$ cat src/rtl/intr_pkg.sv
// Shared definitions for the interrupt entry/return sequencer: state encoding,
// parameter defaults and the line priority function.
package intr_pkg;

  typedef enum logic [1:0] {
    IDLE,
    ENTRY,
    VECTOR
  } state_t;

  localparam int          DEF_PC_WIDTH    = 10;
  localparam int          DEF_STACK_DEPTH = 4;
  localparam logic [9:0]  DEF_VECTOR_BASE = 10'h3C0;

  // Line 0 has the highest priority, so the lowest set bit wins.
  function automatic logic [2:0] lowest_set_index(input logic [7:0] lines);
    logic [2:0] idx;
    idx = 3'd0;
    for (int i = 7; i >= 0; i--) begin
      if (lines[i]) idx = 3'(i);
    end
    return idx;
  endfunction

endpackage

$ cat src/rtl/intr_stack.sv
// LIFO of {line index, return PC} frames for nested interrupt service.
// The frame storage is deliberately not reset; only the fill count is.
module intr_stack #(
  parameter int PC_WIDTH    = 10,
  parameter int STACK_DEPTH = 4
) (
  input  logic                clk,
  input  logic                reset,
  input  logic                push,
  input  logic                pop,
  input  logic [2:0]          push_index,
  input  logic [PC_WIDTH-1:0] push_pc,
  output logic [2:0]          top_index,
  output logic [PC_WIDTH-1:0] top_pc,
  output logic [2:0]          count,
  output logic                full,
  output logic                empty
);

  localparam int AW = (STACK_DEPTH > 1) ? $clog2(STACK_DEPTH) : 1;

  logic [2:0]          index_mem [STACK_DEPTH];
  logic [PC_WIDTH-1:0] pc_mem    [STACK_DEPTH];
  logic [AW-1:0]       top_ptr;
  logic [AW-1:0]       wr_ptr;

  assign full      = (count == 3'(STACK_DEPTH));
  assign empty     = (count == 3'd0);
  assign top_ptr   = AW'(count - 3'd1);
  assign wr_ptr    = AW'(count);
  assign top_index = index_mem[top_ptr];
  assign top_pc    = pc_mem[top_ptr];

  always_ff @(posedge clk) begin
    if (reset) begin
      count <= 3'd0;
    end else if (push && !full) begin
      count <= count + 3'd1;
    end else if (pop && !empty) begin
      count <= count - 3'd1;
    end
  end

  always_ff @(posedge clk) begin
    if (push && !full) begin
      index_mem[wr_ptr] <= push_index;
      pc_mem[wr_ptr]    <= push_pc;
    end
  end

endmodule

$ cat src/rtl/intr_sequencer.sv
// Interrupt entry/return sequencer: freezes fetch, saves the return PC,
// loads the line's vector, and restores the PC on return-from-interrupt.
module intr_sequencer
  import intr_pkg::*;
#(
  parameter int                  PC_WIDTH    = DEF_PC_WIDTH,
  parameter int                  STACK_DEPTH = DEF_STACK_DEPTH,
  parameter logic [PC_WIDTH-1:0] VECTOR_BASE = PC_WIDTH'(DEF_VECTOR_BASE)
) (
  input  logic                clk,
  input  logic                reset,
  input  logic                s_stop_opcode,
  input  logic [7:0]          interrupt_out,
  input  logic                opcode_reti,
  input  logic [PC_WIDTH-1:0] pc_in,
  output logic                fetch_hold,
  output logic                pc_load,
  output logic [PC_WIDTH-1:0] pc_next,
  output logic                s_return_intr,
  output logic [7:0]          in_service,
  output logic [2:0]          depth,
  output logic                nest_overflow,
  output logic                reti_underflow
);

  state_t     state;
  logic [2:0] sel_index;
  logic [7:0] pending;
  logic       is_new;
  logic       push;
  logic       pop;
  logic [2:0] top_index;
  logic [PC_WIDTH-1:0] top_pc;
  logic       full;
  logic       empty;

  assign pending = interrupt_out & ~in_service;
  assign is_new  = s_stop_opcode && (pending != 8'h00);
  assign push    = (state == ENTRY);
  assign pop     = (state == IDLE) && opcode_reti && !empty;

  intr_stack #(
    .PC_WIDTH    (PC_WIDTH),
    .STACK_DEPTH (STACK_DEPTH)
  ) u_stack (
    .clk        (clk),
    .reset      (reset),
    .push       (push),
    .pop        (pop),
    .push_index (sel_index),
    .push_pc    (pc_in),
    .top_index  (top_index),
    .top_pc     (top_pc),
    .count      (depth),
    .full       (full),
    .empty      (empty)
  );

  // A return always wins over a new request; the manager keeps the request
  // asserted, so it is picked up on a later IDLE cycle.
  always_ff @(posedge clk) begin
    if (reset) begin
      state          <= IDLE;
      sel_index      <= 3'd0;
      fetch_hold     <= 1'b0;
      pc_load        <= 1'b0;
      pc_next        <= '0;
      s_return_intr  <= 1'b0;
      in_service     <= 8'h00;
      nest_overflow  <= 1'b0;
      reti_underflow <= 1'b0;
    end else begin
      pc_load       <= 1'b0;
      s_return_intr <= 1'b0;
      case (state)
        IDLE: begin
          fetch_hold <= 1'b0;
          if (opcode_reti) begin
            if (!empty) begin
              pc_next               <= top_pc;
              pc_load               <= 1'b1;
              s_return_intr         <= 1'b1;
              in_service[top_index] <= 1'b0;
            end else begin
              reti_underflow <= 1'b1;
            end
          end else if (is_new) begin
            if (full) begin
              nest_overflow <= 1'b1;
            end else begin
              sel_index  <= lowest_set_index(pending);
              fetch_hold <= 1'b1;
              state      <= ENTRY;
            end
          end
        end
        ENTRY: begin
          in_service[sel_index] <= 1'b1;
          fetch_hold            <= 1'b1;
          state                 <= VECTOR;
        end
        VECTOR: begin
          // Wraps naturally at PC_WIDTH bits.
          pc_next    <= VECTOR_BASE + PC_WIDTH'({sel_index, 2'b00});
          pc_load    <= 1'b1;
          fetch_hold <= 1'b1;
          state      <= IDLE;
        end
        default: begin
          fetch_hold <= 1'b0;
          state      <= IDLE;
        end
      endcase
    end
  end

endmodule

$ cat config.mk
export PLATFORM = sky130hd
export DESIGN_NAME = intr_sequencer
export DESIGN_NICKNAME = d
export VERILOG_FILES = /design/src/rtl/intr_pkg.sv /design/src/rtl/intr_stack.sv /design/src/rtl/intr_sequencer.sv
export SDC_FILE = /design/constraint.sdc
export NUM_CORES = 1
export LEC_CHECK = 0
export BUFFER_PORTS_ARGS = -buffer_cell sky130_fd_sc_hd__buf_2
export CAP_MARGIN = 20
export CELL_PAD_IN_SITES_DETAIL_PLACEMENT = 1
export CELL_PAD_IN_SITES_GLOBAL_PLACEMENT = 1
export CORE_UTILIZATION = 30
export DETAILED_ROUTE_END_ITERATION = 16
export GPL_TIMING_DRIVEN = 1
export PLACE_DENSITY = 0.54
export SLEW_MARGIN = 10
export SYNTH_ARGS = -nofsm -noshare
export SYNTH_HDL_FRONTEND = slang
export SYNTH_HIERARCHICAL = 1
export SYNTH_SLANG_ARGS = --single-unit
$ cat constraint.sdc
create_clock -name clk -period 2.5 [get_ports clk]
set_input_delay 0.25 -clock clk [delete_from_list [all_inputs] [get_ports clk]]
set_output_delay 0.25 -clock clk [all_outputs]
set_load 0.02 [all_outputs]
==> results of run 1 <==
layout make-up:
cell class | count | area [µm²]
timing repair buffer | 50 | 258
inverter | 13 | 48.8
fill | 1219 | 7240
clock inverter | 6 | 73.8
clock buffer | 10 | 229
multi-input combinational | 149 | 1260
tap | 143 | 179
sequential | 83 | 2180
sequential cells by signal, indices dropped and copies added (netlist names), 2 cells and up:
| signal | flops |
|---|---|
| u_stack/count | 3 |
| state | 2 |
| in_service | 8 |
| sel_index | 3 |
| pc_next | 10 |
| u_stack/index_mem | 12 |
| u_stack/pc_mem | 40 |
power breakdown:
group | switching (µW) | internal, µW | total [µW]
Sequential | 28.1 | 1500 | 1530
Clock | 548 | 786 | 1330
Combinational | 228 | 151 | 379
per-layer routing:
metal  vias up  wire length (µm)
li1       1058                 -
met1      1089              3690
met2        50              3740
met3        10               271
met4         0               100
met5         -                 0
logic make-up after synthesis:
kind of cell / count (synthesis) / share of synthesized area
AND/OR/NAND/NOR: 74 / 0.129
multiplexers: 18 / 0.0964
buffers and inverters: 23 / 0.0327
adder cells (fa/ha/maj): 10 / 0.0352
flip-flops: 83 / 0.614
AO/OA/AOI/OAI: 47 / 0.0929
cell usage in the layout, fill, tap and decap left out, drive strengths merged, types with 3 or more instances in the layout:
master,Yosys,final
o21ai,7,7
a31oi,5,5
mux2i,5,5
mux4,13,13
buf,7,50
inv,13,15
and2,6,6
edfxtp,52,52
a21oi,13,13
a22oi,3,3
nor3,5,5
clkbuf,3,10
o22ai,4,4
or3,4,4
nand3b,4,4
dfxtp,31,31
a41oi,3,3
ha,10,10
nor2b,6,6
nor2,20,20
a211oi,4,4
nand2,9,9
nand3,3,3
nand2b,9,9
per-stage QoR:
step | util | std cells | setup slack (ns) | hold WS, ns | total power, µW
floorplan | - | 255 | 0.00496 | 0.319 | 1820
global placement | 0.342 | 438 | 0.411 | 0.463 | 1940
finish | 0.369 | 454 | 0.356 | 0.132 | 3240
detailed placement | 0.342 | 438 | 0.362 | 0.464 | 1950
CTS | 0.369 | 454 | 0.343 | 0.121 | 3300
global route | 0.369 | 454 | 0.201 | 0.127 | 3390
worst max-delay path: cells and delay by family (launching register included):
family	cells	cell delay (ns)
buffers and inverters	2	0.25
and+or+nand+nor	3	0.84
AOI/OAI and AO/OA	1	0.15
DFF	1	0.39
adders and majority gates	2	0.44
how the worst max path moves through the flow:
stage | start | endpoint | slack (ns)
floorplan | u_stack/count[0] | in_service[0] | 0.005
detailed placement | u_stack/count[1] | u_stack/count[1] | 0.36
finish | u_stack/count[1] | u_stack/count[1] | 0.36
global placement | u_stack/count[1] | u_stack/count[1] | 0.41
CTS | u_stack/count[1] | u_stack/count[1] | 0.34
global route | u_stack/count[1] | u_stack/count[1] | 0.20
cell usage after synthesis (4+ instances only):
master | number | area (µm²)
a211oi_1 | 4 | 30.0
a21oi_1 | 13 | 65.1
a31oi_1 | 5 | 31.3
and2_2 | 5 | 37.5
dfxtp_1 | 31 | 621
edfxtp_1 | 52 | 1560
ha_1 | 10 | 125
inv_1 | 13 | 48.8
mux2i_1 | 5 | 50.1
mux4_2 | 13 | 293
nand2_1 | 9 | 33.8
nand2b_4 | 6 | 82.6
nor2_1 | 20 | 75.1
nor2b_1 | 6 | 37.5
nor3_1 | 5 | 25.0
o21ai_0 | 6 | 30.0
o22ai_1 | 4 | 25.0
or3_1 | 4 | 25.0
==> qor.yml, run 1 <==
synthesis:
  syn_nets: 287
  synth-warning-count: 6
  avgSynthCellArea_um2: 13.9
  synth_edf_count: 52
  synth-seq-cells: 83
  ys_seq_area_frac: 0.614
  ys_types: 46
  syn_area_um2: 3550
  netlist_instances: 255
  synth_flop_cell: "edfxtp_1"
  synthArstFlopShare: 0
routing:
  dr.pass1.iters: 4
  initialDrtViolationCount: 121
  via_count: 2207
  drt-total-wl_um: 7800
  wl_per_cell_um: 17.2
  avgViaCountPerCell: 4.86
  ant_nets: 0
  drc_errors: 0
grt:
  met1_usage: 0.179
  gr-usage-met2: 0.221
  grt_pass1_wl_um: 12700
  busiest_layer: "met2"
  grt_pass1_vias: 2332
  track_usage: 0.136
  grt_use_met3: 0.0241
  gr-total-overflow: 0
  grt_max_degree: 32
  antenna_found_initial: 0
layout:
  final_area_um2: 4230
  drive_above_1_share: 0.315
  final_net_count: 338
  diodes: 0
  synthToLayoutAreaGrowth_pct: 18.9
floorplan:
  start_util: 0.310
  fp.coreArea_um2: 11500
  die-area_um2: 12300
  die_w_um: 111
  io_pins: 48
  rows: 39
  die_h_um: 111
run:
  max_cap_viol_count: 0
worst_hold_path:
  hold_start: "pc_in[2]"
  hold_path_class: "in2reg"
  min_path_cells: 1
  holdPathEnd: "u_stack/pc_mem[1][2]"
critical_path:
  cp-start-kind: "flip-flop"
  cp_slowest_stage_delay_ns: 0.39
  r2r_start: "u_stack/count[1]"
  end_kind: "flip-flop"
  path_class: "reg2reg"
  timing.rr.end: "u_stack/count[1]"
  crit_path_top_delay_cell: "dfxtp_1"
  cp_data_required_time_ns: 2.76
  path_cells: "inv_1, ha_1, ha_1, nand3b_2, inv_1, or2b_1, or3_1, a31oi_1"
  critPathArrivalTime_ns: 2.41
  critical_path.max_fanout: 7
  rr_worst_depth: 8
  r2r_slack_ns: 0.36
timing:
  max_freq_mhz: 466
  finClkSkew_ns: 0.00878
  slew_viol_final: 0
  setup_tns_ns: 0
  max_slew_margin: 0.586
  min_period_ns: 2.14
  worst_pin_slew_ns: 0.621
  min_period_over_period: 0.858
  setup_viol: 0
  hold_violations: 0
  rsz0062_at_grt: "no"
pwr:
  powerDensity_nw_per_um2: 767
  p_leak_uw: 0.00153
  ir_drop_uv: 348
placed_design:
  place_hpwl_um: 5310
  place.gp.congestion: 0.713
  io_buffers: 47
  place_area_um2: 3930
clocking:
  cts_num_sinks: 83
  cts_inserted_buffers: 9
  postCtsHoldBufs: 0
  clk_path_buf_depth: 2
  cts_resized: 0
  root_buffer: "clkbuf_16"
  htree_levels: 3
  worstSkewPairLatency_ns: 0.33
  cts_setup_buffers: 0
  tritoncts: "done"
  clk_pin_slew_ns: 0.07
outcome:
  status: "completed"
Note: power is estimated with default switching activity, not from simulation.
==> inputs of run 2 (changes only) <==
ABC_AREA = 1   (was not set)
PLACE_DENSITY = 0.55   (was 0.54)
SYNTH_HIERARCHICAL = not set   (was 1)
clock period = 2.03 ns   (was 2.5 ns; I/O delays follow)
==> run 2 against run 1 <==
Effect of this change:
- first-iteration DRC count fell by 4.1%
- cell area increased by 1.2%
- global-route usage is 3.2 points higher
- synthesized cell count rose by 40%
- combinational power grew to 3.7 times the previous value
- area after synthesis is 2.5% lower
- wire length up 18%
- fmax increased by 16%
- clock skew down 0.0036 ns
- flip-flop and latch count stayed put
- die area shrank 2.5%
- setup slack worse by 0.17 ns
- highest routed layer unchanged
==> qor.yml, run 2 <==
outcome:
  status: "completed"
clocking:
  cts_inserted_buffers: 9  # unchanged
  clk_path_buf_depth: 2  # unchanged
  postCtsHoldBufs: 0  # unchanged
  clk_pin_slew_ns: 0.07  # about the same
  worstSkewPairLatency_ns: 0.34  # about the same
  htree_levels: 3  # unchanged
  tritoncts: "done"
  cts_num_sinks: 83  # unchanged
  root_buffer: "clkbuf_16"
synthesis:
  synthArstFlopShare: 0  # unchanged
  yosys-top-cells-area: "edfxtp_1, dfxtp_1, nand2_1"
  synth_commonest_cells: "nand2_1, edfxtp_1, nor2_1"
  synth_top_family_by_area: "simple AND/OR/NAND/NOR gates"
  synthMostInstantiatedCell: "nand2_1"
  synth_flop_cell: "edfxtp_1"
  synthMuxAreaShare: 0  # -0.0964
  avgSynthCellArea_um2: 9.73  # -30%
  synth_top_area_cell: "edfxtp_1"
  ys_types: 24  # -48%
  synth_xor_area_frac: 0  # unchanged
  synth_edf_count: 52  # unchanged
  yosys.area_share.adder: 0.0325  # -0.00270
  ys_seq_area_frac: 0.630  # +0.0160
  synthSimpleGateAreaFrac: 0.169  # +0.0402
  synth-seq-cells: 83  # unchanged
  netlist_instances: 356  # +40%
  synth_compound_area_frac: 0.117  # +0.0237
  syn_area_um2: 3460  # -2.5%
  synth-warning-count: 0  # -6
  yosysTopAreaCellShare: 0.451  # +0.0114
  syn_nets: 387  # +35%
routing:
  wl_per_cell_um: 16.4  # -4.6%
  drt-total-wl_um: 9200  # +18%
  dr.pass1.iters: 4  # unchanged
  ant_nets: 0  # unchanged
  drc_errors: 0  # unchanged
  via_count: 2685  # +22%
  initialDrtViolationCount: 116  # -4.1%
  avgViaCountPerCell: 4.79  # -1.5%
placed_design:
  place.gp.congestion: 0.736  # +3.2%
  place_area_um2: 3960  # +0.86%
  io_buffers: 47  # unchanged
  place_hpwl_um: 6430  # +21%
  pre_cts_ws_ns: 0.183  # -0.179 ns
floorplan:
  die-area_um2: 12000  # -2.5%
  fp.coreArea_um2: 11000  # -3.8%
  start_util: 0.314  # +0.00410
  rows: 38  # -2.6%
  io_pins: 48  # unchanged
  die_h_um: 109  # -1.2%
  die_w_um: 109  # -1.2%
critical_path:
  critical_path.max_fanout: 6  # -1
  path_cells: "inv_1, ha_1, inv_1, nand3_1, nand2_1, nand3_1, inv_1, nand2_1, nand2_1, a21oi_1"
  path_class: "reg2reg"
  cp_slowest_stage_delay_ns: 0.40  # about the same
  end_kind: "flip-flop"
  r2r_slack_ns: 0.19  # -0.17 ns
  crit_path_top_delay_cell: "dfxtp_1"
  cpLargestDelayFamily: "simple AND/OR/NAND/NOR gates"
  cp-start-kind: "flip-flop"
  critPathArrivalTime_ns: 2.05  # -0.36 ns
  cp_data_required_time_ns: 2.24  # -0.52 ns
  cp_num_buf_inv: 3  # +1
timing:
  min_period_over_period: 0.907  # +0.0494
  finClkSkew_ns: 0.00516  # -0.00362 ns
  max_freq_mhz: 543  # +16%
  worst_hold_slack_ns: 0.0810  # -0.0509 ns
  fin_ws_ns: 0.189  # -0.167 ns
  min_period_ns: 1.84  # -0.303 ns
  slew_viol_final: 0  # unchanged
  worst_pin_slew_ns: 0.511  # -0.109 ns
  max_slew_margin: 0.659  # +0.0726
  setup_tns_ns: 0  # unchanged
  rsz0062_at_grt: "no"
  hold_violations: 0  # unchanged
  setup_viol: 0  # unchanged
pwr:
  p_leak_uw: 0.00174  # +14%
  ir_drop_uv: 543  # +56%
  powerDensity_nw_per_um2: 1220  # +59%
layout:
  multi_input_area_um2: 1120  # -11%
  top_regs: "u_stack.pc_mem x40, u_stack.index_mem x12, pc_next x10"
  final_area_um2: 4280  # +1.2%
  final_net_count: 448  # +33%
  top_register: "u_stack.pc_mem"
  layout_common_cells: "nand2_1, edfxtp_1, buf_2"
  synthToLayoutAreaGrowth_pct: 23.5
  drive_above_1_share: 0.211  # -0.104
  register_area_um2: 2180  # about the same
  largest_reg_flops: 40  # unchanged
  diodes: 0  # unchanged
  fill_cells: 1296  # +6.3%
  final_common_cell: "nand2_1"
grt:
  grt_pass1_vias: 2788  # +20%
  gr-total-overflow: 0  # unchanged
  antenna_found_initial: 0  # unchanged
  grt_max_degree: 32  # unchanged
  grt_pass1_wl_um: 14500  # +14%
  track_usage: 0.168  # +0.0320
worst_hold_path:
  hold_path_class: "in2reg"
run:
  max_cap_viol_count: 0  # unchanged
run 2: cell type report:
cell class                      instances  share of cell area
Multi-Input combinational cell        226               0.262
Sequential cell                        83               0.510
Timing Repair Buffer                   60              0.0807
Inverter                               37              0.0325
Tap cell                              140              0.0409
Clock inverter                          6              0.0214
Clock buffer                            9              0.0526
run 2: power breakdown:
group          total, µW  switching [µW]  leakage (µW)  internal (µW)
registers           2030            78.4      0.000725           1950
clock network       1760             685      0.000155           1070
logic               1420             989      0.000861            434
total               5210            1750       0.00174           3460
run 2: logic make-up after synthesis:
group           Yosys count
flops                    83
simple gates            141
buf+inv                  47
compound gates           76
fa+ha+maj                 9
run 2: timing repair:
| item | 4_1_cts | 5_1_grt |
|---|---|---|
| setup endpoints to repair | 0 | 3 |
| setup buffers | 0 | 0 |
| gates resized for setup | 0 | 1 |
run 2: metal layers:
layer	global-route usage	vias up	wire length (µm)
met5	0	-	0
met4	0.0686	0	131
met3	0.0379	9	277
met2	0.293	40	4670
met1	0.198	1305	4120
li1	-	1331	-
run 2: metrics by stage:
| step | std cells | utilization | total power [µW] |
|---|---|---|---|
| 2_1_floorplan | 356 | - | 2970 |
| 3_3_place_gp | 546 | 0.359 | 3480 |
| 3_5_place_dp | 546 | 0.359 | 3510 |
| 4_1_cts | 561 | 0.388 | 5280 |
| 5_1_grt | 561 | 0.388 | 5500 |
| 6_report | 561 | 0.388 | 5210 |
run 2: path summary, 6_finish.rpt:
| check | from | end | cells past startpoint |
|---|---|---|---|
| max | u_stack.count[1] | in_service[3] | 10 |
| max reg2reg | u_stack.count[1] | in_service[3] | 10 |
| min reg2reg | nest_overflow | nest_overflow | 2 |
| min | pc_in[5] | u_stack.pc_mem[2][5] | 1 |
==> inputs of run 3 (changes only) <==
ABC_AREA = not set   (was 1)
GPL_ROUTABILITY_DRIVEN = 0   (was not set)
PLACE_DENSITY = 0.52   (was 0.55)
SLEW_MARGIN = not set   (was 10)
==> run 3 against run 2 <==
Effect of this change:
- register-to-register slack about the same
- area after synthesis fell by 0.83%
- critical endpoint is now in_service[2]
- fmax down 0.36%
- largest power group unchanged
==> qor.yml, run 3 <==
timing:
  slew_viol_final: 0  # unchanged
  hold_violations: 0  # unchanged
  max_freq_mhz: 541  # -0.36%
  setup_tns_ns: 0  # unchanged
  setup_viol: 0  # unchanged
  max_slew_margin: 0.619  # -0.0397
  rsz0062_at_grt: "no"
  finClkSkew_ns: 0.00570  # +0.000544 ns
  min_period_ns: 1.85  # +0.00662 ns
  min_period_over_period: 0.910  # +0.00326
  worst_pin_slew_ns: 0.571  # +0.0594 ns
  worst_hold_slack_ns: 0.0824  # +0.00143 ns
pwr:
  ir_drop_uv: 507  # -6.8%
  p_leak_uw: 0.00160  # -8.2%
  finalPower_uw: 5350  # +2.7%
  powerDensity_nw_per_um2: 1260  # +3.3%
layout:
  final_area_um2: 4250  # -0.58%
  layout_common_cells: "edfxtp_1, buf_2, nor2_1"
  diodes: 0  # unchanged
  final_net_count: 356  # -21%
  largest_reg_flops: 40  # unchanged
  drive_above_1_share: 0.291  # +0.0795
  top_register: "u_stack.pc_mem"
  fin_util: 0.387  # -0.000600
  fill_cells: 1185  # -8.6%
  top_regs: "u_stack.pc_mem x40, u_stack.index_mem x12, pc_next x10"
  synthToLayoutAreaGrowth_pct: 23.8
  final_common_cell: "edfxtp_1"
synthesis:
  yosys-top-cells-area: "edfxtp_1, dfxtp_1, mux4_2"
  synth_top_area_cell: "edfxtp_1"
  synth_commonest_cells: "edfxtp_1, dfxtp_1, nor2_1"
  ys_types: 40  # +67%
  syn_nets: 289  # -25%
  yosysTopAreaCellShare: 0.454  # +0.00378
  netlist_instances: 258  # -28%
  ys_seq_area_frac: 0.635  # +0.00528
  synth-seq-cells: 83  # unchanged
  syn_area_um2: 3440  # -0.83%
  synthMostInstantiatedCell: "edfxtp_1"
  synth_flop_cell: "edfxtp_1"
  avgSynthCellArea_um2: 13.3  # +37%
  synth-warning-count: 0  # unchanged
  synth_edf_count: 52  # unchanged
  synthArstFlopShare: 0  # unchanged
grt:
  gr-total-overflow: 0  # unchanged
  grt_max_degree: 25  # -22%
  track_usage: 0.153  # -0.0150
  grt_pass1_vias: 2359  # -15%
  antenna_found_initial: 0  # unchanged
  grt_pass1_wl_um: 13000  # -11%
clocking:
  root_buffer: "clkbuf_16"
  postCtsHoldBufs: 0  # unchanged
  htree_levels: 3  # unchanged
  cts_num_sinks: 83  # unchanged
  cts_inserted_buffers: 9  # unchanged
  clk_path_buf_depth: 2  # unchanged
  worstSkewPairLatency_ns: 0.33  # about the same
  clk_pin_slew_ns: 0.06  # about the same
  tritoncts: "done"
  cts_setup_buffers: 0  # unchanged
  cts_resized: 0  # unchanged
critical_path:
  end_kind: "flip-flop"
  cp-start-kind: "flip-flop"
  path_class: "reg2reg"
  critPathArrivalTime_ns: 2.05  # about the same
  critical_path.max_fanout: 5  # -1
  cp_data_required_time_ns: 2.23  # about the same
routing:
  initialDrtViolationCount: 91  # -22%
  via_count: 2292  # -15%
  wl_per_cell_um: 17.5  # +6.7%
  drc_errors: 0  # unchanged
  avgViaCountPerCell: 4.88  # +1.9%
  ant_nets: 0  # unchanged
  dr.pass1.iters: 4  # unchanged
  drt-total-wl_um: 8220  # -11%
placed_design:
  place_hpwl_um: 5740  # -11%
  io_buffers: 47  # unchanged
  place_area_um2: 3970  # +0.22%
floorplan:
  io_pins: 48  # unchanged
  start_util: 0.313  # -0.00126
  die-area_um2: 11900  # -0.82%
  die_w_um: 109  # -0.41%
  rows: 38  # unchanged
  fp.coreArea_um2: 11000  # -0.43%
  die_h_um: 109  # -0.41%
run:
  max_cap_viol_count: 0  # unchanged
worst_hold_path:
  hold_path_class: "in2reg"
outcome:
  status: "completed"
[run 3: changes by cell type in the layout (fill, tap and decap cells not counted), moves of 12 or more]
cell	delta
a21oi_1	-17
inv_1	-23
mux4_2	+13
nand2_1	-50
nor2_1	-12
o21ai_0	-28
[run 3: area by class of cell]
type | instances | area (µm²) | share of cell area
inverter | 11 | 41.3 | 0.00971
clock buffer | 10 | 229 | 0.0538
tap | 140 | 175 | 0.0412
clock inverter | 6 | 56.3 | 0.0132
sequential | 83 | 2190 | 0.514
timing repair buffer | 65 | 383 | 0.0900
multi-input combinational | 155 | 1180 | 0.278
[run 3: where the power goes]
part / internal [µW] / switching [µW]
clock network: 940 / 639
registers: 2020 / 120
logic: 676 / 958
total: 3640 / 1720
[run 3: stage by stage]
step           std cells  setup slack (ns)
6_report             470             0.182
5_1_grt              470           0.00229
4_1_cts              470             0.147
3_5_place_dp         454             0.167
3_3_place_gp         454             0.140
2_1_floorplan        258            0.0369
[run 3: critical path: stages, from the launching register on]
cell and delay [ns]:
dfxtp_1 0.37, inv_1 0.13, ha_4 0.32, mux4_2 0.32
nor4_2 0.30, nand3b_1 0.12, nand3b_1 0.09, o31ai_1 0.06
[run 3: cells by family after synthesis]
| kind of cell | synth area share |
|---|---|
| flops | 0.635 |
| compound gates | 0.0757 |
| fa+ha+maj | 0.0328 |
| simple gates | 0.136 |
| xor+xnor | 0.00510 |
| mux | 0.0910 |
| buf+inv | 0.0244 |
[run 3: worst paths after layout]
check / startpoint / to / slack, ns / depth (start not counted)
worst max register to register: u_stack.count[1] / in_service[2] / 0.18 / 7
worst max-delay path: u_stack.count[1] / in_service[2] / 0.18 / 7
worst min register to register: nest_overflow / nest_overflow / 0.48 / 2
worst min-delay path: pc_in[6] / u_stack.pc_mem[0][6] / 0.08 / 1
[run 3: per-layer routing]
metal	global-route usage	routed length, µm	vias to the layer above
li1	-	-	1090
met1	0.194	3840	1140
met2	0.254	3960	51
met3	0.0239	266	11
met4	0.0724	149	0
met5	0	0	-
